### src/rtl/act_unit_rdiv.sv
`default_nettype none
// +----------------------------------------------------------------------------+
// | act_unit_rdiv : handshaked sigmoid/tanh via x/(1+|x|), restoring divider    |
// | Revision 1.0 - initial release                                             |
// +----------------------------------------------------------------------------+
module act_unit_rdiv #(
  parameter int IBIT = 32,
  parameter int FBIT = 10,
  parameter int OBIT = 12,
  parameter int TAGW = 4
) (
  input  logic            clk,
  input  logic            rst,
  input  logic            in_valid,
  output logic            in_ready,
  input  logic [IBIT-1:0] in_data,
  input  logic            in_mode,
  input  logic [TAGW-1:0] in_tag,
  output logic            out_valid,
  input  logic            out_ready,
  output logic [OBIT-1:0] out_data,
  output logic [TAGW-1:0] out_tag,
  output logic            busy
);

  localparam int CW = $clog2(FBIT + 1);

  localparam logic [2:0] c_idle = 3'd0;
  localparam logic [2:0] c_prep = 3'd1;
  localparam logic [2:0] c_div  = 3'd2;
  localparam logic [2:0] c_fin  = 3'd3;
  localparam logic [2:0] c_done = 3'd4;

  localparam logic [IBIT-1:0] c_min    = {1'b1, {(IBIT-1){1'b0}}};
  localparam logic [IBIT-1:0] c_max    = {1'b0, {(IBIT-1){1'b1}}};
  localparam logic [IBIT:0]   c_unit   = {{(IBIT-FBIT){1'b0}}, 1'b1, {FBIT{1'b0}}};
  localparam logic [OBIT-1:0] c_one    = {{(OBIT-FBIT-1){1'b0}}, 1'b1, {FBIT{1'b0}}};
  localparam logic [CW-1:0]   c_last   = CW'(FBIT - 1);

  logic [2:0]             r_state;
  logic [2:0]             w_next;
  logic [IBIT-1:0]        r_x;
  logic                   r_mode;
  logic [TAGW-1:0]        r_tag;
  logic [IBIT:0]          r_rem;
  logic [IBIT:0]          r_div;
  logic [FBIT-1:0]        r_q;
  logic [CW-1:0]          r_cnt;

  logic [IBIT-1:0]        w_abs;
  logic [IBIT:0]          w_r2;
  logic [IBIT:0]          w_sub;
  logic                   w_ge;
  logic signed [OBIT-1:0] w_qx;
  logic signed [OBIT-1:0] w_t;
  logic signed [OBIT-1:0] w_sum;
  logic signed [OBIT-1:0] w_sig;

  // Most negative input has no positive twin; clamp it to the largest magnitude.
  assign w_abs = !r_x[IBIT-1] ? r_x : ((r_x == c_min) ? c_max : -r_x);

  // r < d always holds, so the top bit of r is zero and the shift cannot lose data.
  assign w_r2  = r_rem << 1;
  assign w_ge  = (w_r2 >= r_div);
  assign w_sub = w_r2 - r_div;

  assign w_qx  = {{(OBIT-FBIT){1'b0}}, r_q};
  assign w_t   = r_x[IBIT-1] ? -w_qx : w_qx;
  assign w_sum = c_one + w_t;
  assign w_sig = w_sum >>> 1;

  always_ff @(posedge clk or posedge rst) begin
    if (rst) r_state <= c_idle;
    else     r_state <= w_next;
  end

  always_comb begin
    w_next = r_state;
    case (r_state)
      c_idle:  if (in_valid) w_next = c_prep;
      c_prep:  w_next = c_div;
      c_div:   if (r_cnt == c_last) w_next = c_fin;
      c_fin:   w_next = c_done;
      c_done:  if (out_ready) w_next = c_idle;
      default: w_next = c_idle;
    endcase
  end

  always_comb begin
    in_ready = (r_state == c_idle);
    busy     = (r_state != c_idle);
  end

  always_ff @(posedge clk or posedge rst) begin
    if (rst) begin
      r_x       <= '0;
      r_mode    <= 1'b0;
      r_tag     <= '0;
      r_rem     <= '0;
      r_div     <= '0;
      r_q       <= '0;
      r_cnt     <= '0;
      out_valid <= 1'b0;
      out_data  <= '0;
      out_tag   <= '0;
    end else begin
      case (r_state)
        c_idle: begin
          if (in_valid) begin
            r_x    <= in_data;
            r_mode <= in_mode;
            r_tag  <= in_tag;
          end
        end
        c_prep: begin
          r_rem <= {1'b0, w_abs};
          r_div <= {1'b0, w_abs} + c_unit;
          r_q   <= '0;
          r_cnt <= '0;
        end
        c_div: begin
          r_rem <= w_ge ? w_sub : w_r2;
          r_q   <= {r_q[FBIT-2:0], w_ge};
          r_cnt <= r_cnt + CW'(1);
        end
        c_fin: begin
          out_data  <= r_mode ? w_t : w_sig;
          out_tag   <= r_tag;
          out_valid <= 1'b1;
        end
        c_done: begin
          if (out_ready) out_valid <= 1'b0;
        end
        default: ;
      endcase
    end
  end

endmodule
`default_nettype wire

### config.mk
export PLATFORM = sky130hd
export DESIGN_NAME = act_unit_rdiv
export DESIGN_NICKNAME = d
export VERILOG_FILES = /design/src/rtl/act_unit_rdiv.sv
export SDC_FILE = /design/constraint.sdc
export NUM_CORES = 1
export LEC_CHECK = 0
export ABC_AREA = 0
export CAP_MARGIN = 40
export CORE_ASPECT_RATIO = 0.8
export CORE_UTILIZATION = 30
export CTS_CLUSTER_DIAMETER = 200
export DETAILED_ROUTE_END_ITERATION = 8
export PLACE_DENSITY = 0.6
export SLEW_MARGIN = 20
export SYNTH_ARGS = -nofsm -noshare
export SYNTH_HDL_FRONTEND = slang
export SYNTH_SLANG_ARGS = --single-unit
### constraint.sdc
create_clock -name clk -period 5.58 [get_ports clk]
set_input_delay 1.674 -clock clk [delete_from_list [all_inputs] [get_ports clk]]
set_output_delay 1.674 -clock clk [all_outputs]
set_load 0.03 [all_outputs]
## Word level (Yosys, flattened, before mapping)

Cells that the tools add are included.

- Register bits after elaboration: 136
- Input port bits: 41
- Logic and storage cells: 48

- Add/subtract/negate cells: 6
- $lt $le $gt $ge: 1
- Equal/unequal tests: 9
- Mux-type cells: 14
- Reduce and logical (&&, ||, !) cells: 7

Operators with widths:

| operator | count |
|---|---|
| 2-to-1 mux 32 bit | 3 |
| one-hot mux 32 bit (2 select lines) | 1 |
| adder 32 x 11 -> 33 bit, second input constant | 1 |
| greater-or-equal comparator 33 bit | 1 |
| == test 32 bit, second input constant | 1 |
| negator 32 bit | 1 |
| subtractor 32 bit | 1 |
| 2-to-1 mux 12 bit | 2 |
| one-hot mux 10 bit (2 select lines) | 1 |
| one-hot mux 3 bit (5 select lines) | 1 |
| adder 11 x 12 -> 12 bit, first input constant | 1 |
| negator 10 -> 12 bit | 1 |
| 2-to-1 mux 3 bit | 3 |
| one-hot mux 4 bit (2 select lines) | 1 |
| == test 3 x 2 -> 1 bit, second input constant | 2 |
| != test 2 bit, second input constant | 3 |
| adder 4 x 1 -> 4 bit, second input constant | 1 |
| == test 4 bit, second input constant | 1 |
| AND reduction 2 bit | 2 |
| nonzero test 2 bit | 2 |
| == test 3 x 1 -> 1 bit, second input constant | 1 |
| == test 3 bit, second input constant | 1 |
| zero test 3 bit | 1 |
| AND reduction 3 bit | 1 |
| 3 further kinds | 3 |

## Logic depth before layout (Yosys ltp)

- Depth in word-level cells: 4
- Gate-level depth with buffers: 17
- Gate-level depth less buffers: 13

## Worst setup path before layout

Ideal clock, no wire load.

- Kind: flip-flop to flip-flop
- Start: reg r_x[0]
- End: reg r_div[30]
- Library setup time: 0.131 ns
- Arrival time: 3.892 ns
- Required time: 5.449 ns
- Setup slack: 1.556 ns
- Stages on the path, launching flop included: 18
- Buffers on the path: 4
- Path through: dfrtp_1 > inv_1 > ha_1 > or3b_2 > clkbuf_1 > nor4_2 > nand3_1 > clkbuf_1 > buf_1 > nand2_1 > ha_1 > clkbuf_1 > o21ai_0 > o41ai_4 > nand3_2 > nor3_1 > xor2_1 > o21ai_1

- Word-level cells in the longest chain between the ends: 4

RTL lines:

| what | RTL line | RTL |
|---|---|---|
| start: declaration | 42 | `logic [IBIT-1:0] r_x;` |
| start signal: assignment | 110 | `r_x <= in_data;` |
| negator 32 bit / == test 32 bit (equally long branches) | 60 | `assign w_abs = !r_x[IBIT-1] ? r_x : ((r_x == c_min) ? c_max : -r_x);` |
| 2-to-1 mux 32 bit | 60 |  |
| 2-to-1 mux 32 bit (*) | 60 |  |
| adder 32 x 11 -> 33 bit (*) | 117 | `r_div <= {1'b0, w_abs} + c_unit;` |
| end signal: assignment | 117 |  |
| end: declaration | 46 | `logic [IBIT:0] r_div;` |

Mark *: on every way between the ends. The rest lies on a longest branch, timed or not.
A chain may end at the register's enable or synchronous reset.

## Worst setup path after layout

Ends and elaborated chain as after synthesis.

==> flow_metrics.tcl <==
set metrics [dict create \
    worstMarginPinSlew_ns 0.766 \
    drv_slew 0 \
    dp_hpwl_um 17200 \
    syn2layout_area_growth_pct 18.1 \
    start_util_pct 30.9 \
    cts_buffers 17 \
    synth_cells 1020 \
    hold_viol 0 \
    ys_seq_area_share_pct 37.1 \
    routabilityCongestion 0.841 \
    cts_resized 0 \
    yosysUniqueCellTypes 77 \
    grt_pass1_vias 7614 \
    num_rows 56 \
    die_w_um 198 \
    cts_tree "done" \
    die-area_sq_mm 0.0313 \
    synth_mux_area_share_pct 8.05 \
    ant_nets 0 \
    synthArstFlopShare_pct 100 \
    wl_per_cell_um 16.2 \
    max_freq_mhz 217 \
    portBuffers 59 \
    hp-class "register to register" \
    crit_chain "inv_1 > ha_1 > or3b_2 > nor4_2 > nand3_1 > nand2_1 > ha_1 > o21ai_0 > o41ai_4 > nand3_2 > nor3_1 > xor2_1 > o21ai_1" \
    drc 0 \
    cts.path.max_buffers 2 \
    grt_pass1_wl_um 40000 \
    worstSetupStartpointType "register" \
    final_common_cell "dfrtp_1" \
    synth.net_count 1100 \
    fillCellCount 3080 \
    cp-end-kind "register" \
    vias_per_cell 5.24 \
    path_clk_slew_ns 0.06 \
    diodes 0 \
    root_buffer "clkbuf_16" \
    cpLargestDelayFamily "simple AND/OR/NAND/NOR gates" \
    status "finished, final reports clean" \
    drt_iter0_markers 543 \
    grt_max_degree 85 \
    post_cts_buffers 0 \
    hold_buffers 0 \
    slew_headroom_pct 48.8 \
    yosys.area_share.simple_pct 15.2 \
    required_ns 5.88 \
    ys.flop_type "dfrtp_1" \
    dr_total_vias 7698 \
    drv_cap 0 \
    rsz0062_at_grt "no" \
    synth_area_per_cell_sq_um 9.00 \
    ios 60 \
    synth-edff-count 0 \
    clock_latency_ns 0.43 \
    fin_skew_ns 0.00774 \
    cp_max_fo 12 \
    critPathKind "register to register" \
    drt_wl_total_um 23800 \
    dieHeight_um 158 \
    min_period_over_period_pct 82.5 \
    grtUsageTotal_pct 16.2 \
    synth_xor_area_share_pct 7.15 \
    path_buf_inv 1 \
    ys_warn_count 0 \
    final_cell_mix "dfrtp_1, nand2_1, o21ai_0" \
    first_pass_iters 5 \
    setup_viol 0 \
    clock_sinks 136 \
    overflow 0 \
    crit_top_cell "ha_1" \
    crit_arrival_ns 4.90 \
    synth_seq_cells 136 \
    drive_gt1_share_pct 10.1 \
    nets 1129 \
    netlist_area_sq_mm 0.00918 \
    cpPeakStageDelay_ns 0.62 \
    htreeDepth 4 \
    synth_top_family_by_area "compound AO/OA/AOI/OAI gates" \
    final.min_clock_period_ns 4.60 \
    antenna_found_initial 0 \
    synth_compound_area_share_pct 22.0 \
    critPathSlowestCell "nor4_2" \
    core_sq_mm 0.0297 \
    tns_ns 0 \
    yosys.area_share.adder_pct 5.40 \
]
-- synth_stat cells (7+ instances only) --
library cell / n / area share (%)
dfrtp_1: 136 / 37
nand2_1: 94 / 3.8
o21ai_0: 82 / 4.5
a21oi_1: 61 / 3.3
inv_1: 55 / 2.2
nor2_1: 53 / 2.2
clkbuf_1: 48 / 2.0
mux2_2: 39 / 4.8
xor2_1: 39 / 3.7
ha_1: 38 / 5.2
xnor2_1: 36 / 3.4
a21o_1: 30 / 2.5
mux2i_1: 30 / 3.3
nor3_1: 22 / 1.2
nand3_1: 16 / 0.87
o31ai_1: 16 / 1.3
o22ai_1: 14 / 0.95
a211oi_1: 13 / 1.1
nand4_1: 12 / 0.82
nand2b_1: 11 / 0.75
o41ai_1: 11 / 1.0
or3_1: 10 / 0.68
a22o_1: 9 / 0.86
a31oi_1: 8 / 0.55
buf_1: 8 / 0.33
and3_1: 7 / 0.48
nor2b_1: 7 / 0.48
o211ai_1: 7 / 0.57
-- state kept, by name (all words and copies together) (netlist names) --
name and count:
r_tag 4, r_rem 32, out_valid 1, r_x 32, r_cnt 4, r_mode 1
r_q 10, out_data 12, r_state 3, out_tag 4, r_div 33
-- through the flow --
step / utilization [%] / hold WS (ns) / instance area (sq um) / instances / setup WS, ns
final: 36.5 / 0.473 / 10800 / 1468 / 0.979
after floorplan: - / 0.450 / 9180 / 1020 / 0.267
after CTS: 36.4 / 0.478 / 10800 / 1466 / 1.03
after detailed placement: 34.3 / 0.465 / 10200 / 1434 / 1.05
after global placement: 34.1 / 0.458 / 10100 / 1432 / 1.26
after global routing: 36.5 / 0.490 / 10800 / 1468 / 0.550
-- final timing paths --
check	start	cells after the start	slack, ns	end
setup / recovery	r_x[0]	13	0.98	r_div[30]
hold / removal	out_data[4]	2	0.47	out_data[4]
setup reg to reg	r_x[0]	13	0.98	r_div[30]
hold reg to reg	out_data[4]	2	0.47	out_data[4]
max in group asynchronous	rst	3	3.31	out_valid
min in group asynchronous	rst	2	1.63	r_x[5]
-- worst reg2reg max path: cells and delay by family (launching register included) --
kind | cells | cell delay [ns]
buffers and inverters | 1 | 0.11
flip-flops | 1 | 0.41
adder cells (fa/ha/maj) | 2 | 0.60
AO/OA/AOI/OAI | 3 | 0.69
XOR/XNOR | 1 | 0.17
AND/OR/NAND/NOR | 6 | 2.50
-- routing by layer --
layer  routed length (um)  track usage (%)  share of wire, %  vias to the layer above
met5                    0                0                 0                        -
met4                  301             4.80               1.3                        0
met3                 1110             2.99               4.7                       20
met2                10700             25.6                45                      167
met1                11700             22.3                49                     3731
li1                     -                -                 -                     3780
-- final cells by class --
class / count / area, sq um / share of cell area [%]
Multi-Input combinational cell: 765 / 5330 / 49.1
Sequential cell: 136 / 3400 / 31.4
Timing Repair Buffer: 73 / 758 / 6.99
Tap cell: 406 / 508 / 4.69
Clock buffer: 22 / 464 / 4.28
Inverter: 56 / 215 / 1.99
Clock inverter: 10 / 168 / 1.55
-- cell families after synthesis --
group | Yosys count
AOI/OAI and AO/OA | 307
and+or+nand+nor | 275
DFF | 136
buffers and inverters | 119
xor gates and xnor gates | 75
muxes | 69
adders and majority gates | 39
Power is left out: the tool's default activity adds up to more than one toggle a clock period on the data nets, which glitch-free logic cannot reach.
